`config.mk`:
```
export PLATFORM = sky130hd
export DESIGN_NAME = multi_blink
export DESIGN_NICKNAME = d
export VERILOG_FILES = /design/src/rtl/multi_blink.sv
export SDC_FILE = /design/constraint.sdc
export NUM_CORES = 1
export LEC_CHECK = 0
export CORE_MARGIN = 1.5
export CORE_UTILIZATION = 55
export DETAILED_ROUTE_END_ITERATION = 6
export PLACE_DENSITY_LB_ADDON = 0.25
export SETUP_SLACK_MARGIN = 0.3
export SLEW_MARGIN = 20
export SYNTH_ARGS = -nofsm -noshare
export SYNTH_HDL_FRONTEND = slang
export SYNTH_SLANG_ARGS = --single-unit
export TNS_END_PERCENT = 100
```
`constraint.sdc`:
```
create_clock -name clk -period 2.8 [get_ports clk]
set_input_delay 0.28 -clock clk [delete_from_list [all_inputs] [get_ports clk]]
set_output_delay 0.28 -clock clk [all_outputs]
set_load 0.02 [all_outputs]
```
`src/rtl/multi_blink.sv`:
```
// Multi-channel LED pattern generator: shared tick prescaler, per-channel OFF/ON/BLINK/PWM.
// Optional feature macro: MULTI_BLINK_PWM_EN (duty registers and PWM comparators).
module multi_blink #(
  parameter  int NUM_CH    = 12,
  parameter  int PRESC_DIV = 50000,
  parameter  int PER_W     = 8,
  localparam int CH_W      = (NUM_CH > 1) ? $clog2(NUM_CH) : 1,
  localparam int PS_W      = $clog2(PRESC_DIV)
) (
  input  logic              clk,
  input  logic              rst,
  input  logic              cfg_we,
  input  logic [CH_W-1:0]   cfg_ch,
  input  logic [1:0]        cfg_mode,
  input  logic [PER_W-1:0]  cfg_period,
  input  logic [PER_W-1:0]  cfg_duty,
  output logic              tick,
  output logic              cfg_err,
  output logic [NUM_CH-1:0] led_n
);

  typedef enum logic [1:0] {
    MODE_OFF   = 2'd0,
    MODE_ON    = 2'd1,
    MODE_BLINK = 2'd2,
    MODE_PWM   = 2'd3
  } mode_e;

  logic [PS_W-1:0]  presc_q;
  mode_e            mode_q  [NUM_CH];
  logic [PER_W-1:0] per_q   [NUM_CH];
  logic [PER_W-1:0] cnt_q   [NUM_CH];
  logic [NUM_CH-1:0] blink_q;

`ifdef MULTI_BLINK_PWM_EN
  logic [PER_W-1:0] duty_q  [NUM_CH];
`else
  logic unused_duty;
  assign unused_duty = ^cfg_duty;
`endif

  logic              ch_valid;
  logic [NUM_CH-1:0] wr_sel;
  logic [NUM_CH-1:0] lit;

  always_comb begin
    ch_valid = (int'(cfg_ch) < NUM_CH);
    wr_sel   = '0;
    for (int unsigned i = 0; i < NUM_CH; i++) begin
      wr_sel[i] = cfg_we && ch_valid && (cfg_ch == CH_W'(i));
    end
  end

  // Without the PWM build, mode 3 falls back to the blink bit.
  always_comb begin
    lit = '0;
    for (int unsigned i = 0; i < NUM_CH; i++) begin
      case (mode_q[i])
        MODE_OFF:   lit[i] = 1'b0;
        MODE_ON:    lit[i] = 1'b1;
        MODE_BLINK: lit[i] = blink_q[i];
`ifdef MULTI_BLINK_PWM_EN
        MODE_PWM:   lit[i] = (cnt_q[i] < duty_q[i]);
`else
        MODE_PWM:   lit[i] = blink_q[i];
`endif
        default:    lit[i] = 1'b0;
      endcase
    end
  end

  always_ff @(posedge clk) begin
    if (rst) begin
      presc_q <= '0;
      tick    <= 1'b0;
      cfg_err <= 1'b0;
      led_n   <= '1;
      blink_q <= '0;
      for (int unsigned i = 0; i < NUM_CH; i++) begin
        mode_q[i] <= MODE_OFF;
        per_q[i]  <= '0;
        cnt_q[i]  <= '0;
`ifdef MULTI_BLINK_PWM_EN
        duty_q[i] <= '0;
`endif
      end
    end else begin
      if (presc_q == PS_W'(PRESC_DIV - 1)) begin
        presc_q <= '0;
        tick    <= 1'b1;
      end else begin
        presc_q <= presc_q + PS_W'(1);
        tick    <= 1'b0;
      end

      cfg_err <= cfg_we && !ch_valid;
      led_n   <= ~lit;

      // A write on a tick edge takes precedence over the phase advance.
      for (int unsigned i = 0; i < NUM_CH; i++) begin
        if (wr_sel[i]) begin
          mode_q[i]  <= mode_e'(cfg_mode);
          per_q[i]   <= cfg_period;
          cnt_q[i]   <= '0;
          blink_q[i] <= 1'b0;
`ifdef MULTI_BLINK_PWM_EN
          duty_q[i]  <= cfg_duty;
`endif
        end else if (tick) begin
          if (cnt_q[i] == per_q[i]) begin
            cnt_q[i]   <= '0;
            blink_q[i] <= ~blink_q[i];
          end else begin
            cnt_q[i]   <= cnt_q[i] + PER_W'(1);
          end
        end
      end
    end
  end

endmodule

```
[After elaboration in Yosys (flattened, before gate mapping)]
Memories as Yosys holds them, arrays and structs flattened.
Index checks and enable logic that the tools add are counted.
Storage, ports and cells
  bits in writable memories: 216
  logic and storage cells: 462
  memories kept: 3
  output and inout bits: 14
  register bits after elaboration: 42
  input bits: 25
Memories
  cnt_q: depth 12, bits a word 8, read ports 12, clocked after Yosys merged registers in 0, write ports 12, RTL line 32  | logic [PER_W-1:0] cnt_q [NUM_CH];
  per_q: depth 12, bits a word 8, read ports 12, clocked after Yosys merged registers in 0, write ports 12, RTL line 31  | logic [PER_W-1:0] per_q [NUM_CH];
  mode_q: depth 12, bits a word 2, read ports 12, clocked after Yosys merged registers in 0, write ports 12, RTL line 30  | mode_e mode_q [NUM_CH];
Cells by class
  magnitude comparators: 1
  add/subtract/negate cells: 13
  mux-type cells: 231
  bitwise logic cells: 73
  reductions and logical operators: 65
  eq/ne operators: 60
Operator list (count)
  8-bit 2-to-1 mux: 48
  1-bit 2-to-1 mux: 159
  8-bit by 1-bit adder with 8-bit output, second input constant: 12
  8-bit equality test: 12
  1-bit bitwise OR: 60
  2-bit OR reduction: 25
  2-bit equality test, second input constant: 24
  1-bit case mux with 3 select lines: 12
  2-bit by 1-bit equality test with 1-bit output, second input constant: 12
  2-bit logical NOT: 12
  2-bit 2-to-1 mux: 12
  2-bit AND reduction: 12
  16-bit by 1-bit adder with 16-bit output, second input constant: 1
  16-bit equality test, second input constant: 1
  4-bit by 3-bit equality test with 1-bit output, second input constant: 4
  4-bit equality test, second input constant: 4
  1-bit logical AND: 14
  1-bit inverter: 12
  12-bit inverter: 1
  4-bit by 2-bit equality test with 1-bit output, second input constant: 2
  4-bit by 1-bit equality test with 1-bit output, second input constant: 1
  4-bit logical NOT: 1
  4-bit less-than comparator, second input constant: 1
  1-bit logical NOT: 1

[Depth between registers and ports, before layout]
Gate-level depths: netlist (run 1).
  depth after elaboration: 9
  mapped depth: 7
  gate-level depth less buffers: 5

[Worst setup path before layout (run 1)]
No wires, ideal clock.
  path type: input to register
  start: input rst
  end: memory cnt_q[3][0] (netlist: cnt_q[0][24]), enable pin
  path slack: 1.081 ns
  arrival: 1.384 ns
  buffers on the path: 2
  data required time: 2.466 ns
  stages on the path: 4
  setup time: 0.334 ns
  cell sequence: clkbuf_1 -> clkbuf_1 -> nand2b_1 -> nand2b_1
RTL lines
  from (decl): RTL line 11  | input logic rst,
  to (decl): RTL line 32

==> reports/metrics.yaml, run 1 <==
final_nets: 1086
synth_cell_type_count: 32
hold_viol: 0
dr.pass1.iters: 5
synth_compound_area_share_pct: 2.15
antenna_left: 0
synth_edf_count: 216
outcome: "finished, final reports clean"
place.gp.congestion: 0.806
grt_max_degree: 31
ys_ff_latch: 258
ys_warn_count: 0
synth_largest_area_cell: "edfxtp_1"
htree_levels: 1
die_w_um: 149
hold_buffers: 0
synth_top_family_by_area: "simple AND/OR/NAND/NOR gates"
setup_tns_ps: 0
crit_start: "cnt_q[2][24]$_SDFFCE_PP0P_"
dp_hpwl_um: 14800
io_pins: 39
area_delta_synth_final_pct: 13.5
period_share_pct: 66.9
maxCapViolCount: 0
start_util_pct: 56.0
ff2ff_setup_slack_ps: 930
hold_class: "flip-flop to flip-flop"
setup_viol: 0
path_class: "flip-flop to flip-flop"
clock_sinks: 258
r2r-end: "cnt_q[2][29]$_SDFFCE_PP0P_"
cts_tree: "built"
endpoint: "cnt_q[2][29]$_SDFFCE_PP0P_"
setup_slack_ps: 925
cts_buffer_depth: 3
clock.fmax_mhz: 533
postSynthCellCount: 988
cts-buffers-inserted: 27
grt_pass1_vias: 7065
root_buffer: "clkbuf_16"
grt_overflow: 0
wirelength_um: 22700
yosysMostFrequentCell: "nor2_1"
clock-skew-final_ps: 15.9
muxShareOfSynthArea_pct: 1.02
arrival_ps: 2130
io_buffers: 30
cts_setup_buffers: 0
cp-start-kind: "flip-flop"
drive_gt1_share_pct: 8.14
die_area_mm2: 0.0222
critPathMaxFanout: 8
slew-limit-headroom_pct: 52.7
drc_errors: 0
pre_cts_ws_ps: 453
yosysSeqAreaShare_pct: 62.4
yosysTopAreaCellShare_pct: 55.3
grt_antenna_before_repair: 0
p_leak_nw: 4.58
diodes: 0
netlist_top_cells_count: "nor2_1 (218), edfxtp_1 (216), xnor2_1 (120)"
reg2regPathDepth: 4
avgSynthCellArea_um2: 11.9
r2r-start: "cnt_q[2][24]$_SDFFCE_PP0P_"
vias: 7352
grt_pass1_wl_um: 36900
worst_setup_path_end_kind: "flip-flop"
async_reset_ff_share_pct: 0
rsz0062_at_grt: "false"
worstMarginPinSlew_ps: 709
drt_iter0_drc: 501
synth-main-ff-cell: "edfxtp_1"
peakVddDrop_v: 0.000349
syn_nets: 1026
yosys-top-cells-area: "edfxtp_1 (55%), xnor2_1 (9.0%), dfxtp_1 (7.2%)"
period_needed_ps: 1870
core-area_mm2: 0.0210
die_h_um: 149
synthAdderAreaFrac_pct: 1.39
netlist_area_mm2: 0.0117
worstPathRequired_ps: 3060
cts-resized-gates: 0
gr-usage-all-layers_pct: 21.3
synthSimpleGateAreaFrac_pct: 17.6
synth-xor-area-share_pct: 13.5
post_drt_wl_per_cell_um: 16.9
fp-row-count: 53
clk_pin_slew_worst_paths_ps: 60
clkLatencyLatePin_ps: 540
viasPerCell: 5.47
report.final.slew_viol_count: 0
power_density_mw_per_mm2: 623
## sequential cells by signal, summed over array words and instances (netlist names)
register  cells
led_n        12
blink_q      12
per_q        96
tick          1
mode_q       24
presc_q      16
cfg_err       1
cnt_q        96
## report_power, final
group	switching [mW]	total [mW]	leakage, nW	internal, mW
Clock	1.43	3.30	0.404	1.87
Combinational	0.273	0.504	1.71	0.231
Sequential	0.139	4.49	2.47	4.35
Total	1.84	8.29	4.58	6.45
## logic make-up (layout without fill, tap and decap cells)
kind of cell / Yosys count / after routing
AND/OR/NAND/NOR: 429 / 429
flip-flops: 258 / 258
adder cells (fa/ha/maj): 13 / 13
AO/OA/AOI/OAI: 38 / 38
XOR/XNOR: 181 / 181
multiplexers: 12 / 12
buffers and inverters: 57 / 138
## routing by layer
| metal | routed length (um) | vias to the layer above | track usage [%] |
|---|---|---|---|
| li1 | - | 3578 | - |
| met1 | 10200 | 3572 | 29.6 |
| met2 | 10900 | 163 | 35.5 |
| met3 | 1140 | 39 | 2.66 |
| met4 | 542 | 0 | 5.40 |
| met5 | 0 | - | 0 |
## layout make-up
class / instances / area [um2]
Clock inverter: 15 / 76.3
Inverter: 25 / 93.8
Tap cell: 275 / 344
Sequential cell: 258 / 7330
Clock buffer: 35 / 746
Multi-Input combinational cell: 673 / 4180
Fill cell: 1679 / 7640
Timing Repair Buffer: 63 / 548
## cell usage in the layout, fill, tap and decap left out, drive strengths merged, types with 17 or more instances in the layout
master	count
clkdlybuf4s50	30
nand4	31
clkbuf	35
nor2	218
xnor2	120
nand2	17
xor2	61
inv	26
and3	24
nand2b	35
dfxtp	42
nand3	62
edfxtp	216
buf	33
## metrics by stage
step                      cell area (um2)  utilization (%)  total power, mW  hold WS, ps  cells
final                               13300             63.5             8.29          478   1344
after global placement              12500             59.6             5.06          444   1294
after CTS                           13300             63.5             8.35          475   1344
after global routing                13300             63.5             8.56          500   1344
after floorplan                     11700                -             4.88          429    988
after detailed placement            12500             59.6             5.08          466   1294
## critical path, cell delays in order, from the launching register on
cell and delay (ps):
edfxtp_1 480, xnor2_1 200, nand4_1 200, o211ai_1 600, nor2_1 120
## worst min-delay path by stage
stage	startpoint	end	slack, ps	cells past startpoint
floorplan	presc_q[0]$_SDFF_PP0_	presc_q[0]$_SDFF_PP0_	430	1
global placement	presc_q[0]$_SDFF_PP0_	presc_q[0]$_SDFF_PP0_	440	1
detailed placement	presc_q[0]$_SDFF_PP0_	presc_q[0]$_SDFF_PP0_	470	1
CTS	blink_q[2]$_SDFFE_PP0N_	blink_q[2]$_SDFFE_PP0N_	470	2
global route	blink_q[9]$_SDFFE_PP0N_	blink_q[9]$_SDFFE_PP0N_	500	2
finish	presc_q[0]$_SDFF_PP0_	presc_q[0]$_SDFF_PP0_	480	1
(Power assumes the default switching activity.)
==> run 2, diff against run 1 <==
- clock period: 2.8 -> 1.7 ns (I/O delays scaled with it)
==> run 2 against run 1 <==
Non-clock buffer count grew 163. Setup slack lost 800 ps. Sequential cell count is the same. Register-to-register slack lost 800 ps.
==> reports/metrics.yaml, run 2 (same netlist as run 1, synthesis figures left out) <==
post_drt_wl_per_cell_um: 17.7  # +4.7%
cts-buffers-inserted: 27  # unchanged
fp-row-count: 53  # unchanged
dp.cells: 1346  # +4.0%
clkLatencyLatePin_ps: 530  # about the same
die_area_mm2: 0.0222  # unchanged
grt_pass1_wl_um: 40900  # +11%
total_power_mw: 14.6  # +76%
postLayoutCellArea_mm2: 0.0153  # +15%
hold_viol: 0  # unchanged
finalNonFillerCells: 1506  # +12%
cts_buffer_depth: 3  # unchanged
peakVddDrop_v: 0.000917  # +160%
drive_gt1_share_pct: 31.4  # +23 points
start_util_pct: 56.0  # unchanged
grt_overflow: 0  # unchanged
setup_tns_ps: 0  # unchanged
fin_util_pct: 73.2  # +9.7 points
drt_iter0_drc: 543  # +8.4%
hold_buffers: 0  # unchanged
setup_viol: 0  # unchanged
top_regs: "cnt_q (96), per_q (96), mode_q (24)"
period_needed_ps: 1570  # -304 ps
io_pins: 39  # unchanged
grt_antenna_before_repair: 0  # unchanged
dp_hpwl_um: 15600  # +5.8%
period_share_pct: 92.4  # +25 points
area_delta_synth_final_pct: 30.7
maxCapViolCount: 0  # unchanged
layout_common_cells: "edfxtp_1 (216), buf_4 (181), nor2_1 (149)"
viasPerCell: 5.45  # -0.28%
whs_ps: 387  # -90.9 ps
met3_usage_pct: 3.70  # +1.0 points
grt_pass1_vias: 8097  # +15%
wirelength_um: 26700  # +17%
worstPathRequired_ps: 1970  # -1090 ps
cp-start-kind: "flip-flop"
pre_cts_ws_ps: -255  # -708 ps
setup_slack_ps: 129  # -796 ps
drc_errors: 0  # unchanged
gr-usage-all-layers_pct: 23.7  # +2.5 points
rsz0062_at_grt: "true"
place_area_mm2: 0.0131  # +5.2%
worstMarginPinSlew_ps: 345  # -364 ps
core-area_mm2: 0.0210  # unchanged
vias: 8215  # +12%
report.final.slew_viol_count: 0  # unchanged
place.gp.congestion: 0.816  # +1.2%
hold_class: "input port to flip-flop"
root_buffer: "clkbuf_16"
grt_max_degree: 37  # +19%
die_w_um: 149  # unchanged
path_class: "flip-flop to flip-flop"
clock_sinks: 258  # unchanged
slew-limit-headroom_pct: 76.8  # +24 points
clock-skew-final_ps: 12.6  # -3.33 ps
p_leak_nw: 5.60  # +22%
grt_util_met2_pct: 40.6  # +5.1 points
dr.pass1.iters: 5  # unchanged
die_h_um: 149  # unchanged
diodes: 0  # unchanged
htree_levels: 1  # unchanged
grt_busiest_layer: "met2"
outcome: "finished, final reports clean"
arrival_ps: 1850  # -280 ps
final_common_cell: "edfxtp_1"
final_nets: 1249  # +15%
gr-usage-met1_pct: 31.5  # +1.9 points
antenna_left: 0  # unchanged
critPathMaxFanout: 8  # unchanged
clk_pin_slew_worst_paths_ps: 60  # about the same
io_buffers: 30  # unchanged
worst_setup_path_end_kind: "flip-flop"
power_density_mw_per_mm2: 954  # +53%
cts_tree: "built"
clock.fmax_mhz: 637  # +19%
[run 2: layer usage]
| metal | share of wire (%) | up-vias |
|---|---|---|
| met5 | 0 | - |
| li1 | - | 3900 |
| met1 | 42 | 4038 |
| met4 | 2.7 | 0 |
| met3 | 5.1 | 58 |
| met2 | 50 | 219 |
[run 2: final timing paths]
kind	startpoint	end	slack [ps]	cells past startpoint
max	per_q[2][15]$_SDFFCE_PN0P_	cnt_q[2][10]$_SDFFCE_PN0P_	130	5
min	cfg_ch[2]	cfg_err$_SDFF_PP0_	390	2
max reg2reg	per_q[2][15]$_SDFFCE_PN0P_	cnt_q[2][10]$_SDFFCE_PN0P_	130	5
min reg2reg	presc_q[0]$_SDFF_PP0_	presc_q[0]$_SDFF_PP0_	450	1
[run 2: critical path, cell delays in order (launching register included)]
cell and delay (ps):
edfxtp_1 420, xnor2_2 210, nand4_1 180, o211ai_1 230, buf_4 220, nor2_1 60
[run 2: repair_timing]
action	CTS	global route
gates resized for setup	47	102
cloned	0	1
setup buffers	73	37
endpoints found under the setup margin	146	133
pin swaps	84	66
[run 2: where the power goes]
| part | total [mW] | switching, mW | internal, mW |
|---|---|---|---|
| logic | 1.23 | 0.608 | 0.620 |
| registers | 7.36 | 0.197 | 7.16 |
| clock network | 6.05 | 2.41 | 3.64 |
| total | 14.6 | 3.21 | 11.4 |
[run 2: area by class of cell]
class                      instances  area [um2]
clock buffer                      32         724
clock inverter                    17         189
fill                            1395        5620
inverter                          25        93.8
multi-input combinational        673        4710
sequential                       258        7350
tap                              275         344
timing repair buffer             226        1930
